==> config.mk <==
export PLATFORM = sky130hd
export DESIGN_NAME = cpu_control_unit
export DESIGN_NICKNAME = d
export VERILOG_FILES = /design/src/rtl/cpu_ctrl_pkg.sv /design/src/rtl/cu_cond_eval.sv /design/src/rtl/cpu_control_unit.sv
export SDC_FILE = /design/constraint.sdc
export NUM_CORES = 1
export LEC_CHECK = 0
export ABC_AREA = 1
export BUFFER_PORTS_ARGS = -buffer_cell sky130_fd_sc_hd__buf_2
export CAP_MARGIN = 20
export CORE_MARGIN = 2
export CORE_UTILIZATION = 49
export CTS_CLUSTER_SIZE = 14
export DETAILED_ROUTE_END_ITERATION = 6
export PLACE_DENSITY_LB_ADDON = 0.12
export SYNTH_ARGS = -nofsm -noshare
export SYNTH_HDL_FRONTEND = slang
export SYNTH_SLANG_ARGS = --single-unit
==> constraint.sdc <==
create_clock -name clk -period 2.8 [get_ports clk]
set_clock_uncertainty 0.2 [all_clocks]
set_input_delay 0.84 -clock clk [delete_from_list [all_inputs] [get_ports clk]]
set_output_delay 0.84 -clock clk [all_outputs]
set_load 0.05 [all_outputs]
==> src/rtl/cpu_ctrl_pkg.sv <==
// rtl/cpu_ctrl_pkg.sv - shared encodings for the CPU control unit
package cpu_ctrl_pkg;

  // Controller states
  typedef enum logic [3:0] {
    FETCH  = 4'd0,
    DECODE = 4'd1,
    ALU    = 4'd2,
    LD     = 4'd3,
    ST     = 4'd4,
    JR     = 4'd5,
    BR     = 4'd6,
    HALT   = 4'd7,
    ERR    = 4'd8
  } state_t;

  // Instruction class codes, ir[11:9]
  localparam logic [2:0] CLS_ALU  = 3'b000;
  localparam logic [2:0] CLS_LD   = 3'b001;
  localparam logic [2:0] CLS_ST   = 3'b010;
  localparam logic [2:0] CLS_JR   = 3'b011;
  localparam logic [2:0] CLS_BR   = 3'b100;
  localparam logic [2:0] CLS_HALT = 3'b111;

  // Branch condition codes, ir[15:12]; 7..15 never taken
  localparam logic [3:0] CC_AL = 4'd0;
  localparam logic [3:0] CC_Z  = 4'd1;
  localparam logic [3:0] CC_NZ = 4'd2;
  localparam logic [3:0] CC_C  = 4'd3;
  localparam logic [3:0] CC_NC = 4'd4;
  localparam logic [3:0] CC_N  = 4'd5;
  localparam logic [3:0] CC_NN = 4'd6;

  // Bit positions inside the {C,N,Z} status register
  localparam int FLAG_C = 2;
  localparam int FLAG_N = 1;
  localparam int FLAG_Z = 0;

endpackage

==> src/rtl/cu_cond_eval.sv <==
// rtl/cu_cond_eval.sv - branch condition evaluator against stored flags
module cu_cond_eval
  import cpu_ctrl_pkg::*;
(
  input  logic [3:0] cond,
  input  logic [2:0] flags,
  output logic       take
);

  // Map the condition code onto the stored {C,N,Z} flags
  always_comb begin
    take = 1'b0;
    case (cond)
      CC_AL:   take = 1'b1;
      CC_Z:    take = flags[FLAG_Z];
      CC_NZ:   take = ~flags[FLAG_Z];
      CC_C:    take = flags[FLAG_C];
      CC_NC:   take = ~flags[FLAG_C];
      CC_N:    take = flags[FLAG_N];
      CC_NN:   take = ~flags[FLAG_N];
      default: take = 1'b0;
    endcase
  end

endmodule

==> src/rtl/cpu_control_unit.sv <==
// rtl/cpu_control_unit.sv - fetch/decode/execute sequencer for the 16-bit CPU
module cpu_control_unit
  import cpu_ctrl_pkg::*;
#(
  parameter int unsigned WAIT_MAX = 15
) (
  input  logic        clk,
  input  logic        reset,
  input  logic [15:0] ir,
  input  logic        c_in,
  input  logic        n_in,
  input  logic        z_in,
  input  logic        mem_rdy,
  output logic        ir_ld,
  output logic        pc_inc,
  output logic        pc_ld,
  output logic        pc_sel,
  output logic        adr_sel,
  output logic        w_en,
  output logic        s_sel,
  output logic        mr_en,
  output logic        mw_en,
  output logic [2:0]  flags,
  output logic        halted,
  output logic        err
);

  // Counter value on the last tolerated not-ready cycle
  localparam logic [7:0] WAIT_LAST = 8'(WAIT_MAX - 1);

  state_t     state;
  state_t     state_nxt;
  logic [7:0] wait_cnt;
  logic       mem_state;
  logic       timeout;
  logic       br_take;

  // Operand/offset bits belong to the datapath, not the sequencer
  logic unused_ir_bits;
  assign unused_ir_bits = ^ir[8:0];

  cu_cond_eval u_cond_eval (
    .cond  (ir[15:12]),
    .flags (flags),
    .take  (br_take)
  );

  assign mem_state = (state == FETCH) || (state == LD) || (state == ST);
  // mem_rdy on the final wait cycle still wins over the timeout
  assign timeout   = mem_state && !mem_rdy && (wait_cnt == WAIT_LAST);

  // State register
  always_ff @(posedge clk or posedge reset) begin
    if (reset) state <= FETCH;
    else       state <= state_nxt;
  end

  // Consecutive not-ready counter, restarted whenever the state moves
  always_ff @(posedge clk or posedge reset) begin
    if (reset)                      wait_cnt <= 8'd0;
    else if (state_nxt != state)    wait_cnt <= 8'd0;
    else if (mem_state && !mem_rdy) wait_cnt <= wait_cnt + 8'd1;
  end

  // Status register captures the ALU flags as the ALU state is left
  always_ff @(posedge clk or posedge reset) begin
    if (reset)             flags <= 3'b000;
    else if (state == ALU) flags <= {c_in, n_in, z_in};
  end

  // Next-state and strobe decode; reset forces every strobe low at once
  always_comb begin
    state_nxt = state;
    ir_ld     = 1'b0;
    pc_inc    = 1'b0;
    pc_ld     = 1'b0;
    pc_sel    = 1'b0;
    adr_sel   = 1'b0;
    w_en      = 1'b0;
    s_sel     = 1'b0;
    mr_en     = 1'b0;
    mw_en     = 1'b0;
    halted    = 1'b0;
    err       = 1'b0;
    case (state)
      FETCH: begin
        mr_en = 1'b1;
        if (mem_rdy) begin
          ir_ld     = 1'b1;
          pc_inc    = 1'b1;
          state_nxt = DECODE;
        end else if (timeout) begin
          state_nxt = ERR;
        end
      end
      DECODE: begin
        case (ir[11:9])
          CLS_ALU:  state_nxt = ALU;
          CLS_LD:   state_nxt = LD;
          CLS_ST:   state_nxt = ST;
          CLS_JR:   state_nxt = JR;
          CLS_BR:   state_nxt = BR;
          CLS_HALT: state_nxt = HALT;
          default:  state_nxt = ERR;
        endcase
      end
      ALU: begin
        w_en      = 1'b1;
        state_nxt = FETCH;
      end
      LD: begin
        adr_sel = 1'b1;
        mr_en   = 1'b1;
        s_sel   = 1'b1;
        w_en    = mem_rdy;
        if (mem_rdy)      state_nxt = FETCH;
        else if (timeout) state_nxt = ERR;
      end
      ST: begin
        adr_sel = 1'b1;
        mw_en   = 1'b1;
        if (mem_rdy)      state_nxt = FETCH;
        else if (timeout) state_nxt = ERR;
      end
      JR: begin
        pc_sel    = 1'b1;
        pc_ld     = 1'b1;
        state_nxt = FETCH;
      end
      BR: begin
        pc_ld     = br_take;
        state_nxt = FETCH;
      end
      HALT:    halted    = 1'b1;
      ERR:     err       = 1'b1;
      default: state_nxt = ERR;
    endcase
    if (reset) begin
      ir_ld   = 1'b0;
      pc_inc  = 1'b0;
      pc_ld   = 1'b0;
      pc_sel  = 1'b0;
      adr_sel = 1'b0;
      w_en    = 1'b0;
      s_sel   = 1'b0;
      mr_en   = 1'b0;
      mw_en   = 1'b0;
      halted  = 1'b0;
      err     = 1'b0;
    end
  end

endmodule

==> flow_summary.ini, run 1 <==
[placement]
port_buffers = 26
hpwl_mm = 1.97
gp_congestion = 0.834

[routing]
via_count = 1104
wl_per_cell_um = 11.7
ant_nets = 0
viasPerCell = 5.16
firstDrtPassIters = 4
dr.first_iter.drc_count = 29
drcViolationCount = 0
wirelength_mm = 2.51

[power]
seq_power_share_pct = 54.5
switchingPower_uw = 109
swShare_pct = 26.4
pwr-share-comb_pct = 16.8
internal_power_uw = 304
pwr-share-clk_pct = 28.6
max-vdd-ir-drop_v = 0.000353
power_density_mw_per_mm2 = 286
p_leak_uw = 0.000729

[cts]
clk_latency_ns = 0.27
htree_levels = 1
numCtsBuffers = 3
numClockSinks = 15
ctsHoldBuffers = 0
ctsLongestPathBuffers = 2
cts-root-buf = clkbuf_4
cts_tree = done
clk_pin_slew_ns = 0.08

[sta]
fmaxAchievable_mhz = 364
finalMaxSlewViolations = 0
setup_viol = 0
rsz0062_at_grt = yes
slew_headroom_pct = 72.6
period_minus_slack_ns = 2.75
hold_violations = 0
whs_ns = 0.353
tightest_slew_ns = 0.407
fin_crit_sh_pct = 98.1

[floorplan]
core_region_area_mm2 = 0.00200
ioPinCount = 36
fp-row-count = 16
die_width_um = 50.5
start_util_pct = 52.9
die_area_mm2 = 0.00255
die_y_um = 50.5

[min_path]
min-delay-path-class = flop to flop
hold_path.startpoint = flags[2]

[worst_setup_path]
critPathKind = primary input to primary output
cp.arrival_ns = 1.71
max_stage_delay_ns = 0.28
endpoint_kind = primary output
cp_common_cell = buf_2
crit_chain = buf_2, clkinvlp_4, nand3_4, buf_12, o22ai_4, buf_2
crit_start = reset
cp_slowest_cell = buf_2
reg2reg_from = state[0]
crit_fanout = 5
start_kind = primary input
cp.required_ns = 1.76

[yosys]
synth_xor_area_share_pct = 5.79
async_reset_ff_share_pct = 100
synthMuxAreaShare_pct = 1.06
synthSimpleGateAreaFrac_pct = 37.1
synth_compound_area_share_pct = 10.0
synthAdderAreaFrac_pct = 2.36
syn_area_mm2 = 0.00106
synth_edf_count = 0
syn-num-nets = 176
synth_ff_type = dfrtp_1
synth_cell_type_count = 28
synth_seq_cells = 15
ys_warn_count = 0
synth_top_family_by_area = simple AND/OR/NAND/NOR gates
synth_seq_area_share_pct = 35.4
syn_avg_cell_area_um2 = 6.97
synthesis.instances = 152

[global_routing]
overflow = 0
grt_pass1_vias = 1113
grt_util_all_layers_pct = 22.8
antenna_found_initial = 0
grt_max_degree = 16
grt_pass1_wl_mm = 4.55

[job]
max_cap_viol_count = 0

[outcome]
status = completed

[final_layout]
layout-drive-gt1-share_pct = 34.8
layout_common_cells = nand2_1 (31), nor2_1 (25), buf_2 (22)
post-route-util_pct = 72.1
area_delta_synth_final_pct = 36.2
antenna_cells = 0
nets = 212
layout_commonest_cell = nand2_1
## power groups by stage
| stage | combinational, uW | clock [uW] | sequential, uW |
|---|---|---|---|
| after floorplan | 26.6 | 0 | 236 |
| after CTS | 64.9 | 123 | 225 |
| after detailed placement | 62.8 | 0 | 229 |
| after global routing | 77.4 | 130 | 226 |
| final | 69.3 | 118 | 225 |
| after global placement | 60.3 | 0 | 229 |
## worst paths after layout
path / slack (ns) / endpoint / cells after the start
max: 0.05 / adr_sel / 6
min: 0.35 / flags[2] / 2
max reg2reg: 0.80 / wait_cnt[3] / 9
min reg2reg: 0.35 / flags[2] / 2
max in group asynchronous: 1.77 / state[2] / 3
min in group asynchronous: 0.44 / state[1] / 3
## metrics by stage
| stage | total power (uW) | std cells | TNS, ns | area [um2] | setup WS, ns |
|---|---|---|---|---|---|
| 4_1_cts | 412 | 213 | 0 | 1410 | 0.0310 |
| 6_report | 412 | 214 | 0 | 1440 | 0.0543 |
| 5_1_grt | 433 | 214 | -0.00658 | 1440 | -0.00658 |
| 3_3_place_gp | 289 | 209 | -0.0857 | 1360 | -0.0857 |
| 3_5_place_dp | 292 | 209 | -0.139 | 1360 | -0.139 |
| 2_1_floorplan | 263 | 152 | -0.249 | 1140 | -0.210 |
## layout make-up
class	count	area [um2]
Fill cell	164	558
Timing Repair Buffer	32	221
Multi-Input combinational cell	115	697
Sequential cell	15	377
Clock buffer	4	26.3
Tap cell	27	33.8
Inverter	21	88.8
## worst max-delay path, delay by kind of cell
family	cells	cell delay, ns
AO/OA/AOI/OAI	1	0.13
buffers and inverters	4	0.65
AND/OR/NAND/NOR	1	0.08
## routing by layer
layer	vias up	wire (um)	share of wire (%)	GRT usage, %
met2	38	1280	51	43.9
met4	0	8	0.32	2.70
met3	2	172	6.9	3.87
met5	-	0	0	0
li1	560	-	-	-
met1	504	1040	42	27.0
## sequential cells by signal, indices dropped and copies added, names as in the netlist
signal / flops
flags: 3
wait_cnt: 8
state: 4
## logic make-up (layout without fill, tap and decap cells)
group	count (synthesis)	count (layout)
buf+inv	22	57
flops	15	15
fa+ha+maj	2	2
xor+xnor	7	7
simple gates	89	89
compound gates	16	16
mux	1	1
## Yosys cell counts, types with 2 or more instances
cell type	instances	area share [%]
nand4_1	3	1.8
nor2_2	3	1.8
ha_1	2	2.4
nor2_1	30	11
inv_1	20	7.1
o21ai_0	4	1.9
nand2_2	2	1.2
xor2_1	6	5.0
nand3_1	14	6.6
nand2_1	32	11
a21oi_1	5	2.4
dfrtp_1	15	35
## what timing repair did
action | 4_1_cts | 5_1_grt
gates resized for setup | 6 | 12
setup endpoints to repair | 3 | 3
endpoints found under the hold margin | 0 | 0
pin swaps | 1 | 4
setup buffers | 0 | 1
Power figures use the tool's default switching activity.
==> run 2: changes to the inputs <==
ABC_AREA = not set   (was 1)
CELL_PAD_IN_SITES_DETAIL_PLACEMENT = 0   (was not set)
CELL_PAD_IN_SITES_GLOBAL_PLACEMENT = 2   (was not set)
CORE_UTILIZATION = 28   (was 49)
CTS_CLUSTER_SIZE = 28   (was 14)
==> run 2 against run 1 <==
Effect of this change: via count shrank 8.5%; non-clock buffer count grew 4; sequential power is 21% higher; maximum frequency fell by 0.94%; first-iteration DRC count up 66%; wire length grew 11%; worst setup slack worse by 0.026 ns; critical path type unchanged; combinational power grew to 3.4 times the previous value; flip-flop and latch count did not move; power rose by 64%.
==> flow_summary.ini, run 2 <==
[sta]
tightest_slew_ns = 0.499
fmaxAchievable_mhz = 361
finalMaxSlewViolations = 0
hold_violations = 0
slew_headroom_pct = 65.9
period_minus_slack_ns = 2.77
setup_viol = 0
finalSetupTns_ns = 0
whs_ns = 0.348
fin_crit_sh_pct = 99.0
rsz0062_at_grt = yes
worst_slack_ns = 0.0282

[final_layout]
antenna_cells = 0
area_delta_synth_final_pct = 40.9
nets = 185
post-route-util_pct = 41.5
layout-drive-gt1-share_pct = 39.4
fillCellCount = 374
layout_common_cells = buf_2 (17), dfrtp_1 (15), buf_4 (13)
layoutNonFillerInstCount = 208
reg.largest.list = wait_cnt: 8 flops, state: 4 flops, flags: 3 flops
top_register = wait_cnt
layout_commonest_cell = buf_2
largest_register_ffs = 8

[global_routing]
grt_max_degree = 16
grt_util_all_layers_pct = 13.9
overflow = 0
grt_pass1_vias = 1017
grt_pass1_wl_mm = 4.75
antenna_found_initial = 0

[cts]
ctsHoldBuffers = 0
clk_latency_ns = 0.24
ctsLongestPathBuffers = 2
htree_levels = 1
numCtsBuffers = 3
cts_tree = done
cts-root-buf = clkbuf_8
clk_pin_slew_ns = 0.06
numClockSinks = 15

[routing]
viasPerCell = 4.86
dr.first_iter.drc_count = 48
via_count = 1010
wirelength_mm = 2.77
drcViolationCount = 0
firstDrtPassIters = 4
ant_nets = 0
wl_per_cell_um = 13.3

[worst_setup_path]
critPathTopFamily = simple AND/OR/NAND/NOR gates
rr_worst_depth = 4
cp_slowest_cell = or4b_4
max_stage_delay_ns = 0.48
endpoint_kind = primary output
path_depth = 4
critPathKind = primary input to primary output
cp.required_ns = 1.76
start_kind = primary input
cp.arrival_ns = 1.73
path_buf_inv = 2
crit_fanout = 4
crit_chain = buf_8, or4b_4, a21oi_4, buf_6

[placement]
dp_cells = 204
pre_cts_ws_ns = -0.117
gp_congestion = 0.757
hpwl_mm = 2.12
port_buffers = 26

[min_path]
min-delay-path-class = flop to flop
hold_path_depth = 2

[floorplan]
die_y_um = 66.3
fp-row-count = 22
die_width_um = 66.3
core_region_area_mm2 = 0.00369
ioPinCount = 36
start_util_pct = 29.5
die_area_mm2 = 0.00440

[yosys]
synth_ff_type = dfrtp_1
synth_seq_area_share_pct = 34.5
async_reset_ff_share_pct = 100
synth_most_common_cell = dfrtp_1
synth_area_leaders = dfrtp_1 (35%), xnor2_1 (6.4%), nor2_1 (4.8%)
yosysTopAreaCell = dfrtp_1
synth_seq_cells = 15
synthesis.instances = 126
syn-num-nets = 150
syn_avg_cell_area_um2 = 8.63
synth_top_cell_area_share_pct = 34.5
synth_common_cells = dfrtp_1 (15), nor2_1 (14), nand2_1 (9), xnor2_1 (8), nor2b_1 (7)
synth_edf_count = 0
synth_cell_type_count = 39
syn_area_mm2 = 0.00109
ys_warn_count = 0

[power]
power_density_mw_per_mm2 = 441
max-vdd-ir-drop_v = 0.000258
p_leak_uw = 0.000629

[outcome]
status = completed

[job]
max_cap_viol_count = 0
-- run 2: cell types whose count changed after synthesis, moves of 5 or more --
cell,change
nand2_1,-23
inv_1,-15
xnor2_1,+7
xor2_1,-5
nor2b_1,+7
nand3_1,-12
nor2_1,-16
-- run 2: metal layers --
metal,GRT usage (%),vias up,share of wire (%)
met5,0,-,0
met4,4.59,0,0.54
met3,1.70,2,3.2
met2,22.9,16,46
met1,18.7,481,50
li1,-,511,-
-- run 2: final cells by class --
class | count | area (um2) | share of cell area (%)
clock buffers | 4 | 45.0 | 2.94
flip-flops and latches | 15 | 375 | 24.5
well taps | 48 | 60.1 | 3.92
inverters | 5 | 22.5 | 1.47
repair buffers | 36 | 265 | 17.3
multi-input cells | 100 | 763 | 49.8
-- run 2: cells by family (layout without fill, tap and decap cells) --
logic type	Yosys count	after routing	share of synthesized area [%]
flops	15	15	34.5
xor+xnor	9	9	7.25
compound gates	26	26	16.1
fa+ha+maj	2	2	2.30
simple gates	60	60	31.6
mux	3	3	3.11
buf+inv	11	45	5.06
-- run 2: stage by stage --
| step | area [um2] | power [uW] |
|---|---|---|
| after CTS | 1490 | 680 |
| after global placement | 1400 | 493 |
| final | 1530 | 675 |
| after floorplan | 1170 | 428 |
| after detailed placement | 1400 | 498 |
| after global routing | 1530 | 724 |
-- run 2: path summary, 6_finish.rpt --
kind                        startpoint     endpoint  slack [ns]
max                              reset         w_en        0.03
min                        wait_cnt[7]  wait_cnt[7]        0.35
max reg2reg                   state[1]  wait_cnt[6]        0.61
min reg2reg                wait_cnt[7]  wait_cnt[7]        0.35
max in group asynchronous        reset  wait_cnt[5]        1.81
min in group asynchronous        reset     state[2]        0.42
-- run 2: tightest hold or removal path, stage by stage, from the launching register on --
cell,delay [ns]
dfrtp_1,0.35
xnor2_1,0.12
nor2_1,0.04
-- run 2: what timing repair did --
item | in CTS | in global routing
pin swaps | 3 | 5
cloned | 0 | 0
resized for setup | 14 | 9
buffers inserted | 0 | 0
endpoints found under the setup margin | 7 | 4
-- run 2: report_power, final --
group          leakage, uW  switching (uW)  internal, uW  total [uW]
logic             0.000403             140          92.1         233
registers         0.000203            32.6           240         273
clock network    0.0000228            69.6           101         170
==> run 3: changes to the inputs <==
CORE_MARGIN = not set   (was 2)
CORE_UTILIZATION = 29   (was 28)
CTS_BUF_LIST = sky130_fd_sc_hd__clkbuf_4   (was not set)
==> run 3 against run 2 <==
Effect of this change: first-iteration DRC count shrank 25%; clock power shrank 21%; sequential share of layout area grew 0.49 points; register-to-register slack gained 0.06 ns; final area shrank 1.6%; critical path type unchanged; critical path depth is the same; critical endpoint unchanged; highest routed layer unchanged; non-clock buffer count shrank 2; cell count shrank 1.9%; global-route usage grew 0.84 points; maximum frequency shrank 0.77%.
==> flow_summary.ini, run 3 (synthesized netlist as in run 2, its figures left out) <==
[worst_setup_path]
regToRegSetupSlack_ns = 0.67
critPathTopFamily = simple AND/OR/NAND/NOR gates
path_depth = 4
crit_fanout = 4
rr_worst_depth = 4
max_stage_delay_ns = 0.49
critPathKind = primary input to primary output
cp.required_ns = 1.76
crit_start = reset
cp.arrival_ns = 1.75
r2r-end = wait_cnt[6]
crit_chain = buf_8, or4b_4, a21oi_4, buf_6
reg2reg_from = state[1]
path_buf_inv = 2
endpoint_kind = primary output
start_kind = primary input
cp_slowest_cell = or4b_4

[floorplan]
die_width_um = 63.2
die_area_mm2 = 0.00400
core_region_area_mm2 = 0.00347
ioPinCount = 36
fp-row-count = 21
start_util_pct = 31.3
die_y_um = 63.2

[placement]
pre_cts_ws_ns = -0.118
hpwl_mm = 2.11
gp_congestion = 0.740
port_buffers = 26

[routing]
dr.first_iter.drc_count = 36
wl_per_cell_um = 13.3
via_count = 1020
ant_nets = 0
firstDrtPassIters = 4
drcViolationCount = 0
viasPerCell = 5.00
wirelength_mm = 2.72

[cts]
ctsHoldBuffers = 0
clk_pin_slew_ns = 0.09
cts_tree = done
cts-root-buf = clkbuf_4
clk_latency_ns = 0.28
numCtsBuffers = 3
post-cts-setup-buffers = 0
numClockSinks = 15
ctsLongestPathBuffers = 2
htree_levels = 1

[sta]
fin_crit_sh_pct = 99.8
worst_slack_ns = 0.00657
tightest_slew_ns = 0.550
rsz0062_at_grt = yes
whs_ns = 0.356
slew_headroom_pct = 62.4
fmaxAchievable_mhz = 358
setup_viol = 0
period_minus_slack_ns = 2.79
hold_violations = 0
finalMaxSlewViolations = 0

[power]
swShare_pct = 37.8
power_density_mw_per_mm2 = 423
p_total_uw = 637
seq_power_share_pct = 42.1
pwr-share-comb_pct = 36.9
p_leak_uw = 0.000615
max-vdd-ir-drop_v = 0.000239
pwr-share-clk_pct = 21.0
switchingPower_uw = 241
internal_power_uw = 397

[global_routing]
antenna_found_initial = 0
grt_pass1_vias = 1019
overflow = 0
grt_util_all_layers_pct = 14.7
grt_max_degree = 16
grt_pass1_wl_mm = 4.64

[min_path]
hold_path_depth = 2
hold_path.startpoint = wait_cnt[7]
min-delay-path-class = flop to flop
hold_path_end = wait_cnt[7]

[final_layout]
fillCellCount = 357
largest_register_ffs = 8
layout_common_cells = buf_2 (17), dfrtp_1 (14), buf_4 (10)
area_delta_synth_final_pct = 38.5
layout-drive-gt1-share_pct = 41.1
reg.largest.list = wait_cnt: 8 flops, state: 4 flops, flags: 3 flops
top_register = wait_cnt
layout_commonest_cell = buf_2
post-route-util_pct = 43.4
nets = 183
antenna_cells = 0

[outcome]
status = completed

[job]
max_cap_viol_count = 0
run 3: changes by cell type in the layout (fill, tap and decap cells not counted), moves of 2 or more:
cell,delta
buf_8,-2
clkbuf_4,+4
buf_4,-3
buf_6,+3
clkbuf_8,-3
run 3: metrics by stage:
step / setup TNS [ns] / cell area, um2 / std cells
2_1_floorplan: -0.552 / 1170 / 126
5_1_grt: -0.0190 / 1510 / 204
6_report: 0 / 1510 / 204
4_1_cts: -0.0246 / 1490 / 204
3_5_place_dp: -0.612 / 1380 / 200
3_3_place_gp: -0.516 / 1380 / 200
run 3: what timing repair did:
| action | in CTS | in global routing |
|---|---|---|
| gates cloned | 0 | 0 |
| pin swaps | 4 | 5 |
| setup endpoints to repair | 7 | 6 |
| endpoints found under the hold margin | 0 | 0 |
| resized for setup | 19 | 8 |
run 3: worst register-to-register path: stages (launching register included):
cell and delay, ns:
dfrtp_2 0.50, or2_1 0.42, a21o_1 0.28, or4_4 0.52, a21oi_2 0.13
run 3: power groups by stage:
stage	combinational (uW)	sequential (uW)	clock (uW)
after floorplan	140	288	0
after CTS	232	268	140
final	235	268	134
after detailed placement	223	271	0
after global routing	256	273	152
after global placement	219	269	0
run 3: how the worst max path moves through the flow:
stage,to,slack [ns]
CTS,w_en,-0.02
global route,w_en,-0.02
floorplan,adr_sel,-0.14
detailed placement,adr_sel,-0.12
finish,w_en,0.007
global placement,adr_sel,-0.10
run 3: final cells by class:
cell class	instances	area [um2]	share of cell area [%]
clock buffers	4	30.0	1.99
repair buffers	34	246	16.4
flip-flops and latches	15	377	25.0
inverters	5	22.5	1.50
well taps	46	57.6	3.82
multi-input cells	100	773	51.3
run 3: per-layer routing:
| layer | up-vias | global-route usage, % | wire length [um] |
|---|---|---|---|
| met2 | 18 | 24.6 | 1260 |
| met5 | - | 0 | 0 |
| li1 | 513 | - | - |
| met4 | 0 | 3.69 | 32 |
| met3 | 4 | 3.62 | 84 |
| met1 | 485 | 18.8 | 1340 |
